### src/rtl/board_capture_pkg.sv
// Shared constants for the board capture block: cell count, player encoding,
// cell index names and the width of the move index.
package board_capture_pkg;

    localparam int NUM_CELLS = 9;
    localparam int IDX_W     = 4;

    localparam logic PLAYER_X = 1'b0;
    localparam logic PLAYER_O = 1'b1;

    localparam logic [IDX_W-1:0] CELL_A = 4'd0;
    localparam logic [IDX_W-1:0] CELL_B = 4'd1;
    localparam logic [IDX_W-1:0] CELL_C = 4'd2;
    localparam logic [IDX_W-1:0] CELL_D = 4'd3;
    localparam logic [IDX_W-1:0] CELL_E = 4'd4;
    localparam logic [IDX_W-1:0] CELL_F = 4'd5;
    localparam logic [IDX_W-1:0] CELL_G = 4'd6;
    localparam logic [IDX_W-1:0] CELL_H = 4'd7;
    localparam logic [IDX_W-1:0] CELL_I = 4'd8;

endpackage

### src/rtl/board_capture_if.sv
// Button/board bundle between the game controller side and board_capture.
interface board_capture_if;
    import board_capture_pkg::*;

    logic [NUM_CELLS-1:0] raw_sw;
    logic                 clear_board;
    logic                 lock;
    logic [NUM_CELLS-1:0] cell_taken;
    logic [NUM_CELLS-1:0] cell_owner;
    logic                 turn;
    logic                 move_valid;
    logic                 move_reject;
    logic [IDX_W-1:0]     move_idx;

    modport slave (
        input  raw_sw, clear_board, lock,
        output cell_taken, cell_owner, turn, move_valid, move_reject, move_idx
    );

    modport master (
        output raw_sw, clear_board, lock,
        input  cell_taken, cell_owner, turn, move_valid, move_reject, move_idx
    );

endinterface

### src/rtl/board_capture_switch_debounce.sv
// One push-button conditioner: 2-flop synchronizer, consecutive-cycle debounce
// counter, debounced level and a single-cycle press (rising edge) pulse.
module switch_debounce #(
    parameter int DEBOUNCE_CYCLES = 16,
    parameter int CNT_W           = 5
) (
    input  logic clk,
    input  logic rst_n,
    input  logic raw,
    output logic rise
);

    localparam logic [CNT_W-1:0] LAST = CNT_W'(DEBOUNCE_CYCLES - 1);

    logic             sync1;
    logic             sync2;
    logic             level;
    logic             level_q;
    logic [CNT_W-1:0] cnt;

    always_ff @(posedge clk or negedge rst_n) begin
        if (!rst_n) begin
            sync1   <= 1'b0;
            sync2   <= 1'b0;
            level   <= 1'b0;
            level_q <= 1'b0;
            cnt     <= '0;
        end else begin
            sync1   <= raw;
            sync2   <= sync1;
            level_q <= level;
            // Any sample matching the current level restarts the stability count.
            if (sync2 == level) begin
                cnt <= '0;
            end else if (cnt == LAST) begin
                level <= ~level;
                cnt   <= '0;
            end else begin
                cnt <= cnt + 1'b1;
            end
        end
    end

    assign rise = level & ~level_q;

endmodule

### src/rtl/board_capture.sv
// Debounces nine cell buttons, picks the lowest simultaneous press and keeps
// the per-cell taken/owner flags and the X/O turn.
module board_capture
    import board_capture_pkg::*;
#(
    parameter int DEBOUNCE_CYCLES = 16,
    parameter int CNT_W           = 5
) (
    input  logic            clk,
    input  logic            rst_n,
    board_capture_if.slave  bus
);

    localparam logic [IDX_W-1:0] CELL_IDX [NUM_CELLS] =
        '{CELL_A, CELL_B, CELL_C, CELL_D, CELL_E, CELL_F, CELL_G, CELL_H, CELL_I};

    logic [NUM_CELLS-1:0] rise;
    logic                 pick_any;
    logic [IDX_W-1:0]     pick_idx;

    logic [NUM_CELLS-1:0] taken;
    logic [NUM_CELLS-1:0] owner;
    logic                 turn_r;
    logic                 valid_r;
    logic                 reject_r;
    logic [IDX_W-1:0]     idx_r;

    for (genvar g = 0; g < NUM_CELLS; g++) begin : g_db
        switch_debounce #(
            .DEBOUNCE_CYCLES (DEBOUNCE_CYCLES),
            .CNT_W           (CNT_W)
        ) u_db (
            .clk   (clk),
            .rst_n (rst_n),
            .raw   (bus.raw_sw[g]),
            .rise  (rise[g])
        );
    end

    // Lowest index wins; losing presses are dropped and must be re-pressed.
    always_comb begin
        pick_any = |rise;
        pick_idx = CELL_A;
        for (int i = NUM_CELLS - 1; i >= 0; i--) begin
            if (rise[i]) begin
                pick_idx = CELL_IDX[i];
            end
        end
    end

    always_ff @(posedge clk or negedge rst_n) begin
        if (!rst_n) begin
            taken    <= '0;
            owner    <= '0;
            turn_r   <= PLAYER_X;
            valid_r  <= 1'b0;
            reject_r <= 1'b0;
            idx_r    <= '0;
        end else begin
            valid_r  <= 1'b0;
            reject_r <= 1'b0;
            if (bus.clear_board) begin
                taken  <= '0;
                owner  <= '0;
                turn_r <= PLAYER_X;
            end else if (pick_any) begin
                idx_r <= pick_idx;
                if (bus.lock || taken[pick_idx]) begin
                    reject_r <= 1'b1;
                end else begin
                    taken[pick_idx] <= 1'b1;
                    owner[pick_idx] <= turn_r;
                    turn_r          <= (turn_r == PLAYER_X) ? PLAYER_O : PLAYER_X;
                    valid_r         <= 1'b1;
                end
            end
        end
    end

    assign bus.cell_taken  = taken;
    assign bus.cell_owner  = owner;
    assign bus.turn        = turn_r;
    assign bus.move_valid  = valid_r;
    assign bus.move_reject = reject_r;
    assign bus.move_idx    = idx_r;

endmodule

### src/flat_wrapper.sv
// flat-port wrapper written by rule: the top's interface ports become plain ports
module board_capture_flat import board_capture_pkg::*;
#(
    parameter int DEBOUNCE_CYCLES = 16,
    parameter int CNT_W           = 5
)
  (clk, rst_n, bus_raw_sw, bus_clear_board, bus_lock, bus_cell_taken, bus_cell_owner, bus_turn, bus_move_valid, bus_move_reject, bus_move_idx);
  board_capture_if bus_i ();
  input  logic clk;
  input  logic rst_n;
  input wire logic [$bits(bus_i.raw_sw)-1:0] bus_raw_sw;
  input wire logic [$bits(bus_i.clear_board)-1:0] bus_clear_board;
  input wire logic [$bits(bus_i.lock)-1:0] bus_lock;
  output wire logic [$bits(bus_i.cell_taken)-1:0] bus_cell_taken;
  output wire logic [$bits(bus_i.cell_owner)-1:0] bus_cell_owner;
  output wire logic [$bits(bus_i.turn)-1:0] bus_turn;
  output wire logic [$bits(bus_i.move_valid)-1:0] bus_move_valid;
  output wire logic [$bits(bus_i.move_reject)-1:0] bus_move_reject;
  output wire logic [$bits(bus_i.move_idx)-1:0] bus_move_idx;
  assign bus_i.raw_sw = bus_raw_sw;
  assign bus_i.clear_board = bus_clear_board;
  assign bus_i.lock = bus_lock;
  assign bus_cell_taken = bus_i.cell_taken;
  assign bus_cell_owner = bus_i.cell_owner;
  assign bus_turn = bus_i.turn;
  assign bus_move_valid = bus_i.move_valid;
  assign bus_move_reject = bus_i.move_reject;
  assign bus_move_idx = bus_i.move_idx;
  board_capture #(.DEBOUNCE_CYCLES(DEBOUNCE_CYCLES), .CNT_W(CNT_W)) u_core (.clk(clk), .rst_n(rst_n), .bus(bus_i));
endmodule
### config.mk
export PLATFORM = sky130hd
export DESIGN_NAME = board_capture_flat
export DESIGN_NICKNAME = d
export VERILOG_FILES = /design/src/rtl/board_capture_pkg.sv /design/src/rtl/board_capture_if.sv /design/src/rtl/board_capture_switch_debounce.sv /design/src/rtl/board_capture.sv /design/src/flat_wrapper.sv
export SDC_FILE = /design/constraint.sdc
export NUM_CORES = 1
export LEC_CHECK = 0
export ABC_AREA = 1
export CAP_MARGIN = 10
export CORE_MARGIN = 10
export CORE_UTILIZATION = 35
export CTS_BUF_LIST = sky130_fd_sc_hd__clkbuf_8 sky130_fd_sc_hd__clkbuf_16
export DETAILED_ROUTE_END_ITERATION = 16
export DONT_BUFFER_PORTS = 1
export MAX_ROUTING_LAYER = met4
export PLACE_DENSITY = 0.47
export RECOVER_POWER = 50
export SETUP_SLACK_MARGIN = 0.15
export SLEW_MARGIN = 20
export SYNTH_ARGS = -nofsm -noshare
export SYNTH_HDL_FRONTEND = slang
export SYNTH_SLANG_ARGS = --single-unit
export TNS_END_PERCENT = 1
### constraint.sdc
create_clock -name clk -period 3.85 [get_ports clk]
set_clock_uncertainty 0.1 [all_clocks]
set_input_delay 0.385 -clock clk [delete_from_list [all_inputs] [get_ports clk]]
set_output_delay 0.385 -clock clk [all_outputs]
set_load 0.005 [all_outputs]
==> results.md, run 1 <==
Clock network:
- The number of clock buffers added by TritonCTS is 9.
- The later-pin clock latency in the skew report is 0.34 ns.
- The total clock sinks is 106.
- The clock-pin slew on the worst setup and hold paths is 0.07 ns.
- The TritonCTS clock tree is yes.
- The H-tree was split into 3 levels.
- The tree is rooted in a clkbuf_16.
- Counting along the longest clock path gives a buffer depth of 2.

Timing:
- The total count of max-transition violations in the final report is 0.
- Timing would allow up to 427.6 MHz.
- The number of endpoints with negative hold slack in the final report was 0.
- Setup repair after global routing left no endpoint under its margin.
- At the pin with the least slew margin, the transition time is 0.8873 ns.
- The worst-case headroom to the max-slew limit is 0.4070.
- The number of failing setup endpoints in the final timing report is 0.
- Hold timing on the final database bottoms out at a slack of 0.09684 ns.
- The portion of the clock cycle consumed by the worst path in the final layout is 0.6074.
- The routed design could run at a clock period as short as 2.338 ns.
- In the final timing run, aggregate negative setup slack is 0 ns.

Yosys:
- During synthesis, Yosys emitted a total of 0 warnings.
- The net count of the mapped netlist is 496.
- The sequential share of the synthesized area is 0.5737.
- The synthesized design contains 106 register bits.
- In the synthesized netlist the async set-or-reset flop fraction comes to 1.000.
- The dominant synthesized flop cell is dfrtp_1.
- The cell area after synthesis is 4623 µm².
- The post-synthesis average cell area is 9.754 µm².
- Synthesis instantiated 29 different standard cells from the library.
- The cell count after synthesis came out at 474.
- The number of flops mapped to enable cells by yosys is 0.

Drt:
- The number of detailed-routing iterations run before antenna repair is 4.
- The number of nets still failing antenna checks after routing is 0.
- The final routed wire length divided by cell count is 13.19 µm.
- The routed layout has 3,025 vias.
- For this run, design rule violations remaining after detail routing come to 0.
- The final layout contains routed wiring with a total length of 8827 µm.
- The number of DRC markers in iteration 0 is 144.
- After detailed routing, the number of vias per cell comes to 4.522.

Critical path:
- STA puts the critical path data required time at 3.97 ns.
- The minimum setup slack among reg-to-reg paths is 1.51 ns.
- The worst register-to-register path ends at u_core.bus.move_idx[0].
- The kind of start point of the critical path is a flip-flop.
- The critical path starts at u_core.g_db[2].u_db.level.
- Along the worst path, the maximum fanout reaches 27.
- The critical setup path kind is flip-flop to flip-flop.
- For the worst flop-to-flop path, the logic depth is 8.
- The startpoint identified for the worst register-to-register timing path is u_core.g_db[2].u_db.level.
- STA puts the critical path data arrival time at 2.46 ns.
- STA classifies the critical path endpoint as a flip-flop.

Floorplanning:
- The floorplan step set the die width to 134.9 µm.
- During I/O placement, the number of pins put on the boundary was 38.
- The height of the die is 134.9 µm.
- Row generation in the floorplan step produced 41 rows.
- For this configuration, the core starts out at a cell density of 0.3619.
- The core region is 12,770 µm².
- The floorplan step defined a die boundary enclosing 18,210 µm².

Finish:
- Leaving out fill and tap cells, the most frequent cell in the layout is dfrtp_1.
- The area used by sequential logic in the layout is 2653 µm².
- After the last flow step, the layout net total stands at 514.
- In the layout the commonest cells are dfrtp_1 (106), nand2_1 (72), inv_1 (66).
- The signed area change from the synthesized netlist to the final layout is 12.77%.
- The multi-input combinational cells in the finished layout cover a total of 1679 µm².
- The number of inserted filler cells in the final layout is 1,250.
- The number of antenna repair diodes is 0.
- In the final layout, the share of cells above drive strength 1 is 0.1247.
- The fraction of the core area covered by cells at the end of the flow is 0.4082.

Pwr:
- The reported leakage power is 0.002552 µW.
- The power density over the cells is 401.4 nW/µm².
- The worst voltage drop across the vdd grid is 0.2543 mV.

Place:
- Detailed placement ended at an HPWL of 6126 µm.
- Input and output buffers added on the ports amount to 0.
- At the end of routability-driven placement, the weighted congestion stood at 0.9131.

Min path:
- The start point of the worst min-delay path is bus_clear_board.
- The path class of the lowest-slack min-delay path is input port to flip-flop.
- The hold path endpoint is u_core.bus.cell_owner[5].
- Along the worst hold path, the cell count comes to 3.

GRT:
- Across every metal layer, demand over resource in global routing totals 0.1079.
- The maximum number of pins on one net before global-route repair is 107.
- The first global-routing pass estimated 15,410 µm of wire.
- The number of antenna violations at the first check in global routing is 0.
- The number of global-route vias before repair was 3,094.
- After global routing the overflow that remains totals 0.

Run:
- The number of max-cap violations is 0.

Run status:
- The flow ran to the end, and the final reports show no timing, DRC or antenna violations.
==> state kept, by name, summed over array words and instances (netlist names) <==
register and flops:
u_core.bus.turn 1, u_core.bus.move_reject 1, u_core.bus.move_idx 4, u_core.g_db.u_db.cnt 45
u_core.bus.cell_owner 9, u_core.g_db.u_db.level 9, u_core.g_db.u_db.level_q 9, u_core.bus.move_valid 1
u_core.bus.cell_taken 9, u_core.g_db.u_db.sync1 9, u_core.g_db.u_db.sync2 9
==> cell type report <==
type / instances / share of cell area
clock inverter: 6 / 0.005280
clock buffer: 10 / 0.04584
tap: 172 / 0.04128
multi-input combinational: 293 / 0.3221
sequential: 106 / 0.5088
inverter: 70 / 0.05040
timing repair buffer: 12 / 0.02640
==> cell families (layout without fill, tap and decap cells) <==
family,count (synthesis),after routing,share of synthesized area
adder cells (fa/ha/maj),9,9,0.02436
AO/OA/AOI/OAI,36,36,0.04276
multiplexers,7,7,0.01705
AND/OR/NAND/NOR,223,223,0.2449
XOR/XNOR,18,18,0.03410
flip-flops,106,106,0.5737
buffers and inverters,75,98,0.06306
==> through the flow <==
stage                     total power (µW)  setup slack [ns]  instance area [µm²]  instances
final                                 2093             1.512                 5214        669
after global routing                  2197             1.212                 5214        669
after CTS                             2137             1.510                 5214        669
after detailed placement              1254             1.527                 4810        641
after global placement                1253             1.592                 4810        641
after floorplan                       1240             1.970                 4623        474
==> report_power, final <==
| part | total (µW) | switching (µW) | leakage [µW] | internal, µW |
|---|---|---|---|---|
| Combinational | 97.9 | 63.1 | 0.000992 | 34.7 |
| Sequential | 1170 | 20.8 | 0.00142 | 1150 |
| Clock | 828 | 382 | 0.000143 | 446 |
==> worst max-delay path, cell delays in order, from the launching register on <==
cell,delay [ns]
dfrtp_1,0.43
nand2_2,0.13
nand2_1,0.07
inv_2,0.09
nand2_4,0.08
nor2_1,0.15
nand2_1,0.55
nand2_1,0.47
o21ai_0,0.14
==> what timing repair did <==
action                    4_1_cts  5_1_grt
hold buffers                   12        0
resized for setup               0        0
setup buffers                   0        0
hold endpoints to repair      117        0
==> cells in the mapped netlist, types with 7 or more instances <==
| cell type | count | share of area |
|---|---|---|
| mux2_2 | 7 | 0.017 |
| nor2_1 | 52 | 0.042 |
| nand2_2 | 11 | 0.015 |
| and3_1 | 9 | 0.012 |
| xor2_1 | 11 | 0.021 |
| nand4_1 | 31 | 0.042 |
| o21ai_0 | 17 | 0.018 |
| nand3_1 | 17 | 0.018 |
| nor2_2 | 8 | 0.011 |
| inv_1 | 62 | 0.050 |
| a21oi_1 | 15 | 0.016 |
| ha_1 | 9 | 0.024 |
| dfrtp_1 | 106 | 0.57 |
| nand2_1 | 72 | 0.058 |
| xnor2_1 | 7 | 0.013 |
| inv_2 | 7 | 0.0057 |
| nor3_1 | 9 | 0.0097 |
==> how the worst max path moves through the flow <==
stage	endpoint	slack, ns
after global routing	u_core.bus.move_idx[2]	1.21
final	u_core.bus.move_idx[0]	1.51
after detailed placement	u_core.bus.move_idx[0]	1.53
after global placement	u_core.bus.move_idx[0]	1.59
after CTS	u_core.bus.move_idx[0]	1.51
after floorplan	u_core.bus.cell_taken[4]	1.97
==> per-layer routing <==
layer / routed length [µm] / GRT usage
met2: 4006 / 0.1589
met1: 4260 / 0.1327
met5: 0 / -
met4: 167 / 0.04246
met3: 392 / 0.03858
(Power assumes the default switching activity.)
==> run 2: changes to the inputs <==
Settings changed: PLACE_DENSITY 0.47 to 0.49.
Clock period 3.85 ns to 2 ns, I/O delays scaled along.
==> results.md, run 2 (same netlist as run 1, synthesis figures left out) <==
Timing:
- The worst pin sits at a relative slew slack of 0.7147.
- Setup repair after global routing could not meet its margin everywhere.
- The worst hold slack after final layout is -0.5598 ns.
- The transition time at the pin with the least slew margin is 0.4266 ns.
- The number of endpoints with negative hold slack in the final report is 106.
- The achievable clock frequency is 507.5 MHz.
- The number of failing setup endpoints in the final timing report is 0.
- The smallest clock period supported by the final layout is computed as 1.970 ns.
- The total count of max-transition violations in the final report is 0.
- The sum of negative setup slack is 0 ns.
- Dividing the final minimum period by the clock period gives 0.9852.

Critical path:
- The worst register-to-register path ends at u_core.bus.cell_taken[7].
- The worst path arrival time is 2.12 ns.
- The setup check on the worst reg-to-reg path leaves a slack of 0.03 ns.
- Measured in cells, the most critical reg-to-reg path has a length of 16.
- The worst setup path is of the flip-flop to flip-flop kind.
- Data on the critical path is required at its endpoint by 2.15 ns.
- The kind of start point of the critical path is a flip-flop.
- In this run the worst path has a maximum fanout of 10.
- The start of the worst register-to-register path is u_core.g_db[4].u_db.level_q.
- The kind of end point of the critical path is a flip-flop.

Floorplanning:
- The floorplan step defined a die boundary enclosing 18,210 µm².
- The initial utilization of the core area, before any placement, comes to 0.3619.
- The core box area is 12,770 µm².
- During I/O placement, the number of pins put on the boundary was 38.
- The die is 134.9 µm wide.
- Measured along the y axis, the die boundary spans 134.9 µm.
- Row generation in the floorplan step produced 41 rows.

Clock network:
- The clock passes through at most 2 buffers.
- The number of hold buffers added after cts is 10.
- The total clock sinks is 106.
- The CTS buffer count is 9.
- The TritonCTS clock tree is yes.
- The clock-pin slew on the worst setup and hold paths is 0.07 ns.
- The later pin in the worst-skew pair is clocked with a latency of 0.36 ns.
- The root buffer cell is clkbuf_16.
- The H-tree generated during clock tree synthesis spans 3 levels.

Place:
- In this run the tool buffered the top-level ports with 0 buffer cells.
- In this run, placement finished with an instance count of 663.
- Detailed placement ended at an HPWL of 6004 µm.
- The weighted congestion reported at the end of routability-driven placement is 0.8229.

Pwr:
- The power density over the cells is 752.1 nW/µm².
- The share of total power dissipated in sequential elements is 0.536.
- The fraction of power consumed by the clock network is 0.426.
- In this run the power spent charging and discharging nets is 913.2 µW.
- The reported leakage power is 0.002750 µW.
- VDD sags by at most 0.4602 mV.
- The net switching fraction of the power is 0.2180.
- The logic gate share of total power is 0.038.
- The internal power of the cells totals 3275 µW.

Finish:
- The library cells used most frequently in the layout, excluding fill and tap cells, are dfrtp_1 (106), nand2_1 (64), inv_1 (60).
- From synthesis to final layout, the design area changed by 20.46%.
- More flip-flops sit in one register than any other, and that register is u_core.g_db.u_db.cnt.
- The number of inserted filler cells in the final layout is 1,193.
- The library cell used most frequently in the layout, excluding fill and tap cells, is dfrtp_1.
- For this run, the number of standard cells in the final layout without fillers is 702.
- After the last flow step, the layout net total stands at 547.
- The number of flip-flops under the largest register name is 45.
- The fraction of layout cells with a size suffix above 1 is 0.2132.
- The repair_antennas step left the layout with diodes totalling 0.

Drt:
- The total via count after detailed routing is 3,208.
- The detailed router finished its first iteration with 229 violations.
- The detail route stage leaves a number of antenna-violating nets equal to 0.
- After detailed routing, the number of vias per cell comes to 4.570.
- The final wirelength is 8870 µm.
- The number of detailed-routing iterations run before antenna repair is 4.
- In the final routed layout, each cell accounts on average for 12.64 µm.
- For this run, design rule violations remaining after detail routing come to 0.

GRT:
- The number of global-route vias before repair is 3,285.
- The global-route wire length before repair is 15,310 µm.
- The maximum number of pins on one net before global-route repair is 107.
- The final global-route overflow total is 0.
- Across every metal layer, demand over resource in global routing totals 0.1075.
- The number of antenna violations at the first check in global routing came to 0.

Run status:
- The run finished, with violations left.
- The checks that failed: hold timing.

Min path:
- The path class of the lowest-slack min-delay path is input port to async pin.

Run:
- Max-cap violations in this run came to 0.
run 2: stage by stage:
stage	hold WS (ns)	utilization	setup slack [ns]	area [µm²]	power, µW
3_3_place_gp	-0.1880	0.3908	-0.09751	4992	2414
4_1_cts	-0.5814	0.4290	0.05804	5480	4258
6_report	-0.5598	0.4360	0.02954	5569	4189
5_1_grt	-0.5825	0.4360	-0.1292	5569	4374
2_1_floorplan	-0.1956	-	0.1211	4628	2388
3_5_place_dp	-0.1888	0.3908	-0.1133	4992	2419
run 2: layout make-up:
class | count | area [µm²] | area share
Sequential cell | 106 | 2653 | 0.4763
Multi-Input combinational cell | 293 | 1747 | 0.3136
Clock buffer | 10 | 239.0 | 0.04291
Clock inverter | 6 | 56.30 | 0.01011
Inverter | 70 | 265.3 | 0.04763
Tap cell | 172 | 215.2 | 0.03864
Timing Repair Buffer | 45 | 394.1 | 0.07077
run 2: per-layer routing:
layer  global-route usage  part of all wire  vias up
li1                     -                 -     1629
met1               0.1231              0.46     1516
met2               0.1647              0.47       46
met3              0.03375             0.040       17
met4              0.05981             0.028        0
met5                    -                 0        -
run 2: how the worst max path moves through the flow:
stage,startpoint,to,slack (ns),cells past startpoint
2_1_floorplan,u_core.g_db[0].u_db.level,u_core.bus.cell_taken[4],0.12,14
3_3_place_gp,u_core.g_db[7].u_db.level,u_core.bus.cell_taken[7],-0.1,12
3_5_place_dp,u_core.g_db[7].u_db.level,u_core.bus.cell_taken[6],-0.11,12
4_1_cts,u_core.g_db[3].u_db.level,u_core.bus.cell_taken[7],0.06,14
5_1_grt,u_core.g_db[6].u_db.level_q,u_core.bus.cell_taken[0],-0.13,16
6_report,u_core.g_db[4].u_db.level_q,u_core.bus.cell_taken[7],0.03,16
run 2: critical path, stage by stage, from the launching register on:
cell,delay [ns]
dfrtp_1,0.38
inv_2,0.06
nand2_4,0.05
nand2_4,0.08
inv_4,0.04
nand2_2,0.07
nand2_2,0.07
nand2_4,0.11
nor2_4,0.05
nand2_2,0.06
nand2_2,0.06
nor2_4,0.12
nand2_2,0.07
nor2_4,0.18
nand3_4,0.17
nand3_1,0.12
nand2_1,0.07
run 2: power groups by stage:
stage	registers, µW	logic, µW	clock network (µW)
after floorplan	2280	110	0
after global placement	2290	129	0
after CTS	2250	159	1850
after global routing	2250	187	1930
final	2240	161	1780
after detailed placement	2290	132	0
run 2: repair_timing:
item / in CTS / in global routing
hold endpoints to repair: 127 / 106
setup buffers: 8 / 5
endpoints found under the setup margin: 23 / 23
pin swaps: 9 / 20
gates resized for setup: 10 / 16
==> run 3: changes to the inputs <==
Settings changed: CTS_CLUSTER_SIZE from default to 25.
==> results of run 3 <==
Final layout, timing and power as in run 2 (identical DEF).
